<file path="src/rtl/wallace_mult_pkg.sv">
`default_nettype none
// ============================================================================
// Module      : wallace_mult_pkg
// Description : Shared types, widths and helpers for the sequenced 16x16
//               multiplier and its 8x8 Wallace core.
//               - state_t   : sequencer states IDLE / MUL / DONE
//               - beat_t    : 2-bit beat index (which byte pair is multiplied)
//               - csa_t     : sum/carry pair produced by a 3:2 compressor row
//               - csa3()    : word-level 3:2 carry-save compressor
//               - next_beat(): next required beat above the current one
// Revision    : 1.0 - initial release
// ============================================================================
package wallace_mult_pkg;

  localparam int OPW   = 16;
  localparam int PRODW = 32;
  localparam int COREW = 8;

  typedef enum logic [1:0] {
    IDLE = 2'd0,
    MUL  = 2'd1,
    DONE = 2'd2
  } state_t;

  typedef logic [1:0] beat_t;

  typedef struct packed {
    logic [2*COREW-1:0] s;
    logic [2*COREW-1:0] c;
  } csa_t;

  // One row of full adders working on whole words. The carry word is moved up
  // one bit; the dropped MSB is always zero because the core product fits in
  // 2*COREW bits.
  function automatic csa_t csa3(input logic [2*COREW-1:0] x,
                                input logic [2*COREW-1:0] y,
                                input logic [2*COREW-1:0] z);
    csa_t               r;
    logic [2*COREW-1:0] maj;
    maj = (x & y) | (x & z) | (y & z);
    r.s = x ^ y ^ z;
    r.c = maj << 1;
    return r;
  endfunction

  // Returns {found, beat}: the smallest required beat strictly above cur.
  function automatic logic [2:0] next_beat(input logic [3:0] req, input beat_t cur);
    logic [2:0] r;
    r = 3'b000;
    for (int i = 3; i >= 0; i--) begin
      if ((i > int'(cur)) && req[i]) begin
        r = {1'b1, 2'(i)};
      end
    end
    return r;
  endfunction

endpackage
`default_nettype wire

</file>
<file path="src/rtl/wallace_mult16_seq_ctrl_core.sv">
`default_nettype none
// ============================================================================
// Module      : wallace_mult16_seq_ctrl_core
// Description : Combinational 8x8 unsigned multiplier. Eight AND-gated
//               partial-product rows are reduced by a Wallace tree of 3:2
//               compressors (8 -> 6 -> 4 -> 3 -> 2 rows) and the final
//               sum/carry pair is resolved by one carry-propagate adder.
// Ports       : a_i [7:0]  multiplicand byte
//               b_i [7:0]  multiplier byte
//               p_o [15:0] a_i * b_i
// Revision    : 1.0 - initial release
// ============================================================================
module wallace_mult16_seq_ctrl_core
  import wallace_mult_pkg::*;
(
  input  logic [COREW-1:0]   a_i,
  input  logic [COREW-1:0]   b_i,
  output logic [2*COREW-1:0] p_o
);

  logic [2*COREW-1:0] w_pp [COREW];

  for (genvar i = 0; i < COREW; i++) begin : g_pp
    assign w_pp[i] = {{COREW{1'b0}}, (a_i & {COREW{b_i[i]}})} << i;
  end

  csa_t w_l1a, w_l1b, w_l2a, w_l2b, w_l3, w_l4;

  // Level 1: 8 rows -> 6
  assign w_l1a = csa3(w_pp[0], w_pp[1], w_pp[2]);
  assign w_l1b = csa3(w_pp[3], w_pp[4], w_pp[5]);
  // Level 2: 6 rows -> 4
  assign w_l2a = csa3(w_l1a.s, w_l1a.c, w_l1b.s);
  assign w_l2b = csa3(w_l1b.c, w_pp[6], w_pp[7]);
  // Level 3: 4 rows -> 3
  assign w_l3  = csa3(w_l2a.s, w_l2a.c, w_l2b.s);
  // Level 4: 3 rows -> 2
  assign w_l4  = csa3(w_l3.s, w_l3.c, w_l2b.c);

  assign p_o = w_l4.s + w_l4.c;

endmodule
`default_nettype wire

</file>
<file path="src/rtl/wallace_mult16_seq_ctrl.sv">
`default_nettype none
// ============================================================================
// Module      : wallace_mult16_seq_ctrl
// Description : 16x16 unsigned multiplier built by time-multiplexing one 8x8
//               Wallace core over up to four beats, accumulating the shifted
//               partial products into a 32-bit register.
// Parameters  : TAG_W     - width of the opaque tag carried with a request
//               SKIP_ZERO - skip beats whose partial product is provably zero
// Ports       : clk, rst (async, active-high)
//               in_valid/in_ready, in_a, in_b, in_tag   - request side
//               out_valid/out_ready, out_product, out_tag - result side
//               busy - high whenever the sequencer is not IDLE
// Revision    : 1.0 - initial release
// ============================================================================
module wallace_mult16_seq_ctrl
  import wallace_mult_pkg::*;
#(
  parameter int unsigned TAG_W     = 4,
  parameter bit          SKIP_ZERO = 1'b1
) (
  input  logic             clk,
  input  logic             rst,
  input  logic             in_valid,
  output logic             in_ready,
  input  logic [OPW-1:0]   in_a,
  input  logic [OPW-1:0]   in_b,
  input  logic [TAG_W-1:0] in_tag,
  output logic             out_valid,
  input  logic             out_ready,
  output logic [PRODW-1:0] out_product,
  output logic [TAG_W-1:0] out_tag,
  output logic             busy
);

  state_t           state_q, state_d;
  beat_t            beat_q,  beat_d;
  logic [OPW-1:0]   a_q,     a_d;
  logic [OPW-1:0]   b_q,     b_d;
  logic [TAG_W-1:0] tag_q,   tag_d;
  logic [PRODW-1:0] acc_q,   acc_d;

  logic               w_a_hi_nz;
  logic               w_b_hi_nz;
  logic [3:0]         w_req;
  logic [2:0]         w_next;
  logic [COREW-1:0]   w_core_a;
  logic [COREW-1:0]   w_core_b;
  logic [2*COREW-1:0] w_core_p;
  logic [PRODW-1:0]   w_pp_shifted;

  // Beat k needs a byte k[0] and b byte k[1]; a zero high byte makes every
  // beat that uses it contribute nothing.
  assign w_a_hi_nz = |a_q[OPW-1:COREW];
  assign w_b_hi_nz = |b_q[OPW-1:COREW];
  assign w_req     = SKIP_ZERO ? {w_a_hi_nz & w_b_hi_nz, w_b_hi_nz, w_a_hi_nz, 1'b1}
                               : 4'hF;
  assign w_next    = next_beat(w_req, beat_q);

  assign w_core_a = beat_q[0] ? a_q[OPW-1:COREW] : a_q[COREW-1:0];
  assign w_core_b = beat_q[1] ? b_q[OPW-1:COREW] : b_q[COREW-1:0];

  wallace_mult16_seq_ctrl_core u_core (
    .a_i (w_core_a),
    .b_i (w_core_b),
    .p_o (w_core_p)
  );

  always_comb begin
    w_pp_shifted = {{(PRODW-2*COREW){1'b0}}, w_core_p};
    case (beat_q)
      2'd0:    w_pp_shifted = {{(PRODW-2*COREW){1'b0}}, w_core_p};
      2'd3:    w_pp_shifted = {w_core_p, {(2*COREW){1'b0}}};
      default: w_pp_shifted = {{COREW{1'b0}}, w_core_p, {COREW{1'b0}}};
    endcase
  end

  always_comb begin
    state_d = state_q;
    beat_d  = beat_q;
    a_d     = a_q;
    b_d     = b_q;
    tag_d   = tag_q;
    acc_d   = acc_q;
    case (state_q)
      IDLE: begin
        // Operands are only sampled on acceptance, so garbage on in_a/in_b
        // while in_valid is low never reaches the registers.
        if (in_valid) begin
          a_d     = in_a;
          b_d     = in_b;
          tag_d   = in_tag;
          acc_d   = '0;
          beat_d  = 2'd0;
          state_d = MUL;
        end
      end
      MUL: begin
        acc_d = acc_q + w_pp_shifted;
        if (w_next[2]) begin
          beat_d = w_next[1:0];
        end else begin
          beat_d  = 2'd0;
          state_d = DONE;
        end
      end
      DONE: begin
        if (out_ready) begin
          state_d = IDLE;
        end
      end
      default: begin
        state_d = IDLE;
      end
    endcase
  end

  always_ff @(posedge clk or posedge rst) begin
    if (rst) begin
      state_q <= IDLE;
      beat_q  <= 2'd0;
      a_q     <= '0;
      b_q     <= '0;
      tag_q   <= '0;
      acc_q   <= '0;
    end else begin
      state_q <= state_d;
      beat_q  <= beat_d;
      a_q     <= a_d;
      b_q     <= b_d;
      tag_q   <= tag_d;
      acc_q   <= acc_d;
    end
  end

  assign in_ready    = (state_q == IDLE);
  assign out_valid   = (state_q == DONE);
  assign busy        = (state_q != IDLE);
  assign out_product = acc_q;
  assign out_tag     = tag_q;

endmodule
`default_nettype wire

</file>
<file path="config.mk">
export PLATFORM = sky130hd
export DESIGN_NAME = wallace_mult16_seq_ctrl
export DESIGN_NICKNAME = d
export VERILOG_FILES = /design/src/rtl/wallace_mult_pkg.sv /design/src/rtl/wallace_mult16_seq_ctrl_core.sv /design/src/rtl/wallace_mult16_seq_ctrl.sv
export SDC_FILE = /design/constraint.sdc
export NUM_CORES = 1
export LEC_CHECK = 0
export CORE_MARGIN = 1
export CORE_UTILIZATION = 30
export CTS_CLUSTER_SIZE = 10
export DETAILED_ROUTE_END_ITERATION = 8
export HOLD_SLACK_MARGIN = 0.15
export PLACE_DENSITY = 0.61
export SYNTH_ARGS = -nofsm -noshare
export SYNTH_HDL_FRONTEND = slang
export SYNTH_SLANG_ARGS = --single-unit
</file>
<file path="constraint.sdc">
create_clock -name clk -period 6.95 [get_ports clk]
set_input_delay 1.39 -clock clk [delete_from_list [all_inputs] [get_ports clk]]
set_output_delay 1.39 -clock clk [all_outputs]
set_load 0.02 [all_outputs]
</file>
# ---- Word-level counts from Yosys, hierarchy flattened
# Cells that the tools add are included.
dict set report word_totals {
  word_cells 95
  ff_bits 72
  input_bits 40
  out_inout_bits 39
}
dict set report op_classes {
  add_sub_neg 2
  n_reduce_logical 12
  order_cmp 3
  n_eq_ne 6
  bitwise 51
  n_mux 15
}
# operator count
set op_table {}
lappend op_table {{15-bit bitwise AND} 10}
lappend op_table {{15-bit bitwise OR} 10}
lappend op_table {{32-bit one-hot mux with 2 select lines} 2}
lappend op_table {{16-bit XOR} 5}
lappend op_table {{8-bit bitwise AND} 8}
lappend op_table {{32-bit adder} 1}
lappend op_table {{32-bit 2-to-1 mux} 1}
lappend op_table {{16-bit adder} 1}
lappend op_table {{8-bit 2-to-1 mux} 2}
lappend op_table {{8-bit OR reduction} 2}
lappend op_table {{16-bit by 13-bit XOR with 16-bit output} 1}
lappend op_table {{16-bit by 14-bit XOR with 16-bit output} 1}
lappend op_table {{16-bit by 15-bit XOR with 16-bit output} 1}
lappend op_table {{14-bit by 15-bit bitwise AND with 15-bit output} 1}
lappend op_table {{15-bit by 14-bit bitwise AND with 15-bit output} 1}
lappend op_table {{15-bit by 10-bit bitwise OR with 15-bit output} 1}
lappend op_table {{15-bit by 13-bit bitwise OR with 15-bit output} 1}
lappend op_table {{11-bit by 13-bit bitwise AND with 13-bit output} 1}
lappend op_table {{12-bit by 13-bit bitwise AND with 13-bit output} 1}
lappend op_table {{12-bit by 13-bit XOR with 13-bit output} 1}
lappend op_table {{11-bit by 12-bit bitwise AND with 12-bit output} 1}
lappend op_table {{11-bit by 12-bit XOR with 12-bit output} 1}
lappend op_table {{8-bit by 10-bit bitwise AND with 10-bit output} 1}
lappend op_table {{9-bit by 10-bit bitwise AND with 10-bit output} 1}
lappend op_table {{other kinds (19)} 33}

# ---- Longest topological paths before layout
dict set report logic_depth {
  word_depth 18
  mapped_depth 30
  mapped_depth_nobuf 28
}

# ---- Cells and area by module
# Synthesis repeated with hierarchy kept, for this count alone.
dict set report hier_totals {
  hier_cells 803
  area_unflattened_um2 6862.8
}
# module cells_per_inst seq_area_each_um2 instances area_per_inst_um2
set modules_own_cells {}
lappend modules_own_cells {wallace_mult16_seq_ctrl 598 1801.7 1 4973.5}
lappend modules_own_cells {wallace_mult16_seq_ctrl_core 205 0.0 1 1889.3}

# ---- Worst setup path after synthesis
# Ideal clock, no wire load.
dict set report synth_timing {
  path_type {reg-to-reg}
  startpoint {register beat_q[1]}
  endpoint {register acc_q[28] (netlist: out_product[28])}
  synth_period_minus_slack_ns 7.313
  arrival_time_ns 7.181
  setup_time_ns 0.131
  required_time_ns 6.819
  stages_incl_launch_ff 30
  slack_ns -0.363
  n_path_buf 2
  cell_sequence {dfrtp_1 > clkbuf_1 > clkbuf_1 > mux2i_1 > nor2_1 > fa_1 > inv_1 > fa_1 > fa_1 > fa_1 > inv_1 > ha_1 > a21oi_1 > o21bai_1 > a21oi_1 > o21bai_1 > a211o_1 > a31oi_1 > xnor2_1 > a22o_1 > ha_1 > and3_1 > a221oi_1 > o21ai_0 > a21oi_1 > a21oi_2 > nor2_1 > o21a_4 > nor4_1 > or3_1}
}
dict set report synth_via {
  elab_chain_len 18
  elab_cells_between_ends 57
  cone_classes {2 x add/sub; 1 x eq/ne; 3 x mux; 50 x bitwise; 1 x reduce/logical}
}
# item line_no
set synth_rtl {}
lappend synth_rtl {{start, declared} wallace_mult16_seq_ctrl.sv:36} ;# beat_t beat_q, beat_d;
lappend synth_rtl {{start signal, assigned} wallace_mult16_seq_ctrl.sv:127} ;# beat_q <= beat_d;
lappend synth_rtl {{8-bit 2-to-1 mux} wallace_mult16_seq_ctrl.sv:60} ;# assign w_core_b = beat_q[1] ? b_q[OPW-1:COREW] : b_q[COREW-1:0];
lappend synth_rtl {{8-bit bitwise AND} wallace_mult16_seq_ctrl_core.sv:24} ;# assign w_pp[i] = {{COREW{1'b0}}, (a_i & {COREW{b_i[i]}})} << i;
lappend synth_rtl {{8-bit by 9-bit bitwise AND with 9-bit output or 8-bit by 10-bit bitwise AND with 10-bit output (tied branches)} wallace_mult_pkg.sv:40} ;# maj = (x & y) | (x & z) | (y & z);
lappend synth_rtl {{15-bit bitwise OR} wallace_mult_pkg.sv:40}
lappend synth_rtl {{15-bit by 10-bit bitwise OR with 15-bit output} wallace_mult_pkg.sv:40}
lappend synth_rtl {{15-bit bitwise AND} wallace_mult_pkg.sv:40}
lappend synth_rtl {{15-bit bitwise OR (2 in a row)} wallace_mult_pkg.sv:40}
lappend synth_rtl {{15-bit bitwise AND} wallace_mult_pkg.sv:40}
lappend synth_rtl {{15-bit bitwise OR (2 in a row)} wallace_mult_pkg.sv:40}
lappend synth_rtl {{15-bit bitwise AND} wallace_mult_pkg.sv:40}
lappend synth_rtl {{15-bit bitwise OR (2 in a row)} wallace_mult_pkg.sv:40}
lappend synth_rtl {{16-bit adder} wallace_mult16_seq_ctrl_core.sv:40} ;# assign p_o = w_l4.s + w_l4.c;
lappend synth_rtl {{32-bit one-hot mux with 2 select lines (*)} wallace_mult16_seq_ctrl.sv:70} ;# case (beat_q)
lappend synth_rtl {{32-bit adder (*)} wallace_mult16_seq_ctrl.sv:98} ;# acc_d = acc_q + w_pp_shifted;
lappend synth_rtl {{32-bit one-hot mux with 2 select lines (*)} wallace_mult16_seq_ctrl.sv:84} ;# case (state_q)
lappend synth_rtl {{end signal, assigned} wallace_mult16_seq_ctrl.sv:124} ;# acc_q <= '0;
lappend synth_rtl {{end signal, assigned} wallace_mult16_seq_ctrl.sv:131} ;# acc_q <= acc_d;
lappend synth_rtl {{end, declared} wallace_mult16_seq_ctrl.sv:40} ;# logic [PRODW-1:0] acc_q, acc_d;
# Every way passes the cells marked *; elsewhere a longest branch is shown, timed or not.
# A chain may end at the register's enable or synchronous reset.

# ---- Worst setup path in the final report
dict set report layout_timing {
  startpoint {register beat_q[0]}
  endpoint {register acc_q[27] (netlist: out_product[27])}
}
dict set report layout_via {
  elab_chain_len 18
  elab_cells_between_ends 57
  cone_classes {2 x add/sub; 1 x eq/ne; 3 x mux; 50 x bitwise; 1 x reduce/logical}
}
# item line_no
set layout_rtl {}
lappend layout_rtl {{8-bit 2-to-1 mux} wallace_mult16_seq_ctrl.sv:59} ;# assign w_core_a = beat_q[0] ? a_q[OPW-1:COREW] : a_q[COREW-1:0];
lappend layout_rtl {{8-bit bitwise AND} wallace_mult16_seq_ctrl_core.sv:24}
lappend layout_rtl {{8-bit by 9-bit bitwise AND with 9-bit output or 8-bit by 10-bit bitwise AND with 10-bit output (tied branches)} wallace_mult_pkg.sv:40}
lappend layout_rtl {{15-bit bitwise OR} wallace_mult_pkg.sv:40}
lappend layout_rtl {{15-bit by 10-bit bitwise OR with 15-bit output} wallace_mult_pkg.sv:40}
lappend layout_rtl {{15-bit bitwise AND} wallace_mult_pkg.sv:40}
lappend layout_rtl {{15-bit bitwise OR (2 in a row)} wallace_mult_pkg.sv:40}
lappend layout_rtl {{15-bit bitwise AND} wallace_mult_pkg.sv:40}
lappend layout_rtl {{15-bit bitwise OR (2 in a row)} wallace_mult_pkg.sv:40}
lappend layout_rtl {{15-bit bitwise AND} wallace_mult_pkg.sv:40}
lappend layout_rtl {{15-bit bitwise OR (2 in a row)} wallace_mult_pkg.sv:40}
lappend layout_rtl {{16-bit adder} wallace_mult16_seq_ctrl_core.sv:40}
lappend layout_rtl {{32-bit one-hot mux with 2 select lines (*)} wallace_mult16_seq_ctrl.sv:70}
lappend layout_rtl {{32-bit adder (*)} wallace_mult16_seq_ctrl.sv:98}
lappend layout_rtl {{32-bit one-hot mux with 2 select lines (*)} wallace_mult16_seq_ctrl.sv:84}
# Marked as above.

==> flow_summary.yaml <==
clock_tree:
  clockRootBuffer: "clkbuf_16"
  h-tree-depth: 3
  ctsHoldBuffers: 0
  clk_pin_slew_ns: 0.06
  clock_latency_ns: 0.35
  cts_buffers: 9
  cts_num_sinks: 72
  cts_buffer_depth: 2
  cts_tree: "yes"
yosys:
  synth_area_per_cell_sq_um: 9.38
  yosys-top-cells-area: "dfrtp_1, fa_1, ha_1, mux2_2, nor2_1"
  yosys.area.top_type: "dfrtp_1"
  syn_area_sq_um: 6610
  yosysSeqAreaShare_pct: 27.3
  synth-edff-count: 0
  synth_cells: 704
  ys_seq_elements: 72
  async_flop_share_pct: 100
  synth_top_area_share_pct: 27.3
  synthFlopType: "dfrtp_1"
  synthDistinctLibCells: 50
  yosys_warnings: 0
  synth_nets: 845
global_routing:
  antenna_found_initial: 0
  overflow: 0
  grt_pass1_vias: 5404
  grt_max_degree: 73
  grt_usage_pct: 15.7
  grt_pass1_wl_mm: 27.4
routing:
  wl_per_cell_um: 15.4
  drcViolationCount: 0
  drtIter0Drc: 214
  ant_nets: 0
  finalWirelength_mm: 17.1
  first_pass_iters: 4
  via_per_inst: 4.96
  num_vias: 5512
worst_setup_path:
  critPathLaunchType: "flip-flop"
  slowest_stage: "fa_1"
  worstPathArrival_ns: 6.98
  end_kind: "flip-flop"
  slowest_delay_ns: 0.56
  worst-setup-path-type: "reg -> reg"
  cp_max_fo: 5
  required_ns: 7.16
layout:
  final_nets: 973
  syn_to_final_growth_pct: 33.4
  antenna_cells: 0
  drive_gt1_share_pct: 23.1
  seqCellArea_sq_um: 1800
  multi_input_area_sq_um: 4880
  fillers: 2103
  final_util_pct: 41.4
timing:
  fmax_mhz: 148
  finalCritPeriodShare_pct: 97.3
  hold_viol: 0
  clock-skew-final_ns: 0.00695
  worst_pin_slew_ns: 0.972
  period_needed_ns: 6.76
  finalSetupViolCount: 0
  max_slew_margin_pct: 35.1
  drv_slew: 0
placement:
  port-buffer-count: 78
  routabilityCongestion: 0.934
  hpwlAfterDp_mm: 13.4
hold_path:
  min_path_type: "reg -> reg"
floorplan:
  dieWidth_um: 150
  coreArea_sq_um: 21300
  die-height_um: 150
  pin_count: 79
  initial_core_util_pct: 31.0
  rows: 53
  dieArea_sq_um: 22600
status:
  status: "finished clean"
flow_run:
  maxCapViolations: 0
## layer usage
metal | wire, um | global-route usage [%] | part of all wire, % | vias to the layer above
met4 | 516 | 6.67 | 3.0 | 0
met2 | 7800 | 24.6 | 46 | 130
li1 | - | - | - | 2743
met1 | 8050 | 20.7 | 47 | 2608
met3 | 723 | 3.33 | 4.2 | 31
met5 | 0 | 0 | 0 | -
## stage by stage
stage	hold WS (ns)	cell area [sq um]	TNS [ns]	instances	worst slack, ns
2_1_floorplan	0.479	6650	0	704	0.0213
3_3_place_gp	0.483	7980	-0.0118	1072	-0.0118
3_5_place_dp	0.486	7980	-0.583	1072	-0.157
4_1_cts	0.494	8310	0	1090	0.00305
5_1_grt	0.504	8810	-0.431	1111	-0.106
6_report	0.490	8810	0	1111	0.187
## cells in the mapped netlist, types with 8 or more instances
cell	number
a22o_1	15
ha_1	61
nand2_1	36
nand3_1	41
o21ai_0	42
nor2b_1	8
xnor2_1	20
dfrtp_1	72
fa_1	40
a21o_1	12
and2_1	15
a21oi_1	28
clkbuf_1	20
nand2b_1	13
mux2i_1	19
xor2_1	11
mux2_2	42
nor2_1	62
inv_1	57
## state kept, by name, indices dropped and copies added (netlist names)
| register | count |
|---|---|
| out_product | 32 |
| beat_q | 2 |
| out_tag | 4 |
| b_q | 16 |
| a_q | 16 |
| state_q | 2 |
## cell families after synthesis
logic type / synth area share (%)
compound gates: 13.9
xor+xnor: 4.11
fa+ha+maj: 23.7
buf+inv: 4.55
flops: 27.3
mux: 10.0
simple gates: 16.4
## layout make-up
class | count | share of cell area, %
Multi-Input combinational cell | 552 | 55.4
Timing Repair Buffer | 140 | 14.6
Clock inverter | 5 | 0.667
Sequential cell | 72 | 20.4
Clock buffer | 10 | 2.60
Tap cell | 275 | 3.91
Inverter | 57 | 2.43
## path summary, 6_finish.rpt
path	from	endpoint	slack [ns]	cells after the start
setup / recovery	beat_q[0]	out_product[27]	0.19	31
hold / removal	out_product[31]	out_product[31]	0.49	1
setup reg to reg	beat_q[0]	out_product[27]	0.19	31
hold reg to reg	out_product[31]	out_product[31]	0.49	1
max in group asynchronous	rst	out_product[31]	4.70	3
min in group asynchronous	rst	out_tag[2]	1.63	3
## placed cells by master (no fill, tap or decap), types with 34 or more instances in the layout
master,instances
buf_4,53
clkdlybuf4s50_1,78
nor2_1,56
o21ai_0,36
nand3_1,41
mux2_2,42
fa_1,34
dfrtp_1,72
nand2_1,35
ha_1,52
inv_1,49
## timing repair
item | 4_1_cts | 5_1_grt
pin swaps | 3 | 33
setup endpoints to repair | 5 | 15
buffers inserted | 3 | 21
resized for setup | 7 | 75
## critical path, delay by kind of cell (launching register included)
kind                     cells  cell delay [ns]
adder cells (fa/ha/maj)      6             2.31
AO/OA/AOI/OAI               14             2.23
AND/OR/NAND/NOR              3             0.63
buffers and inverters        5             0.47
flip-flops                   1             0.40
XOR/XNOR                     2             0.30
multiplexers                 1             0.28
Power is not shown: default switching activity piles up to over one toggle a cycle in this logic, so the estimate is an artifact.
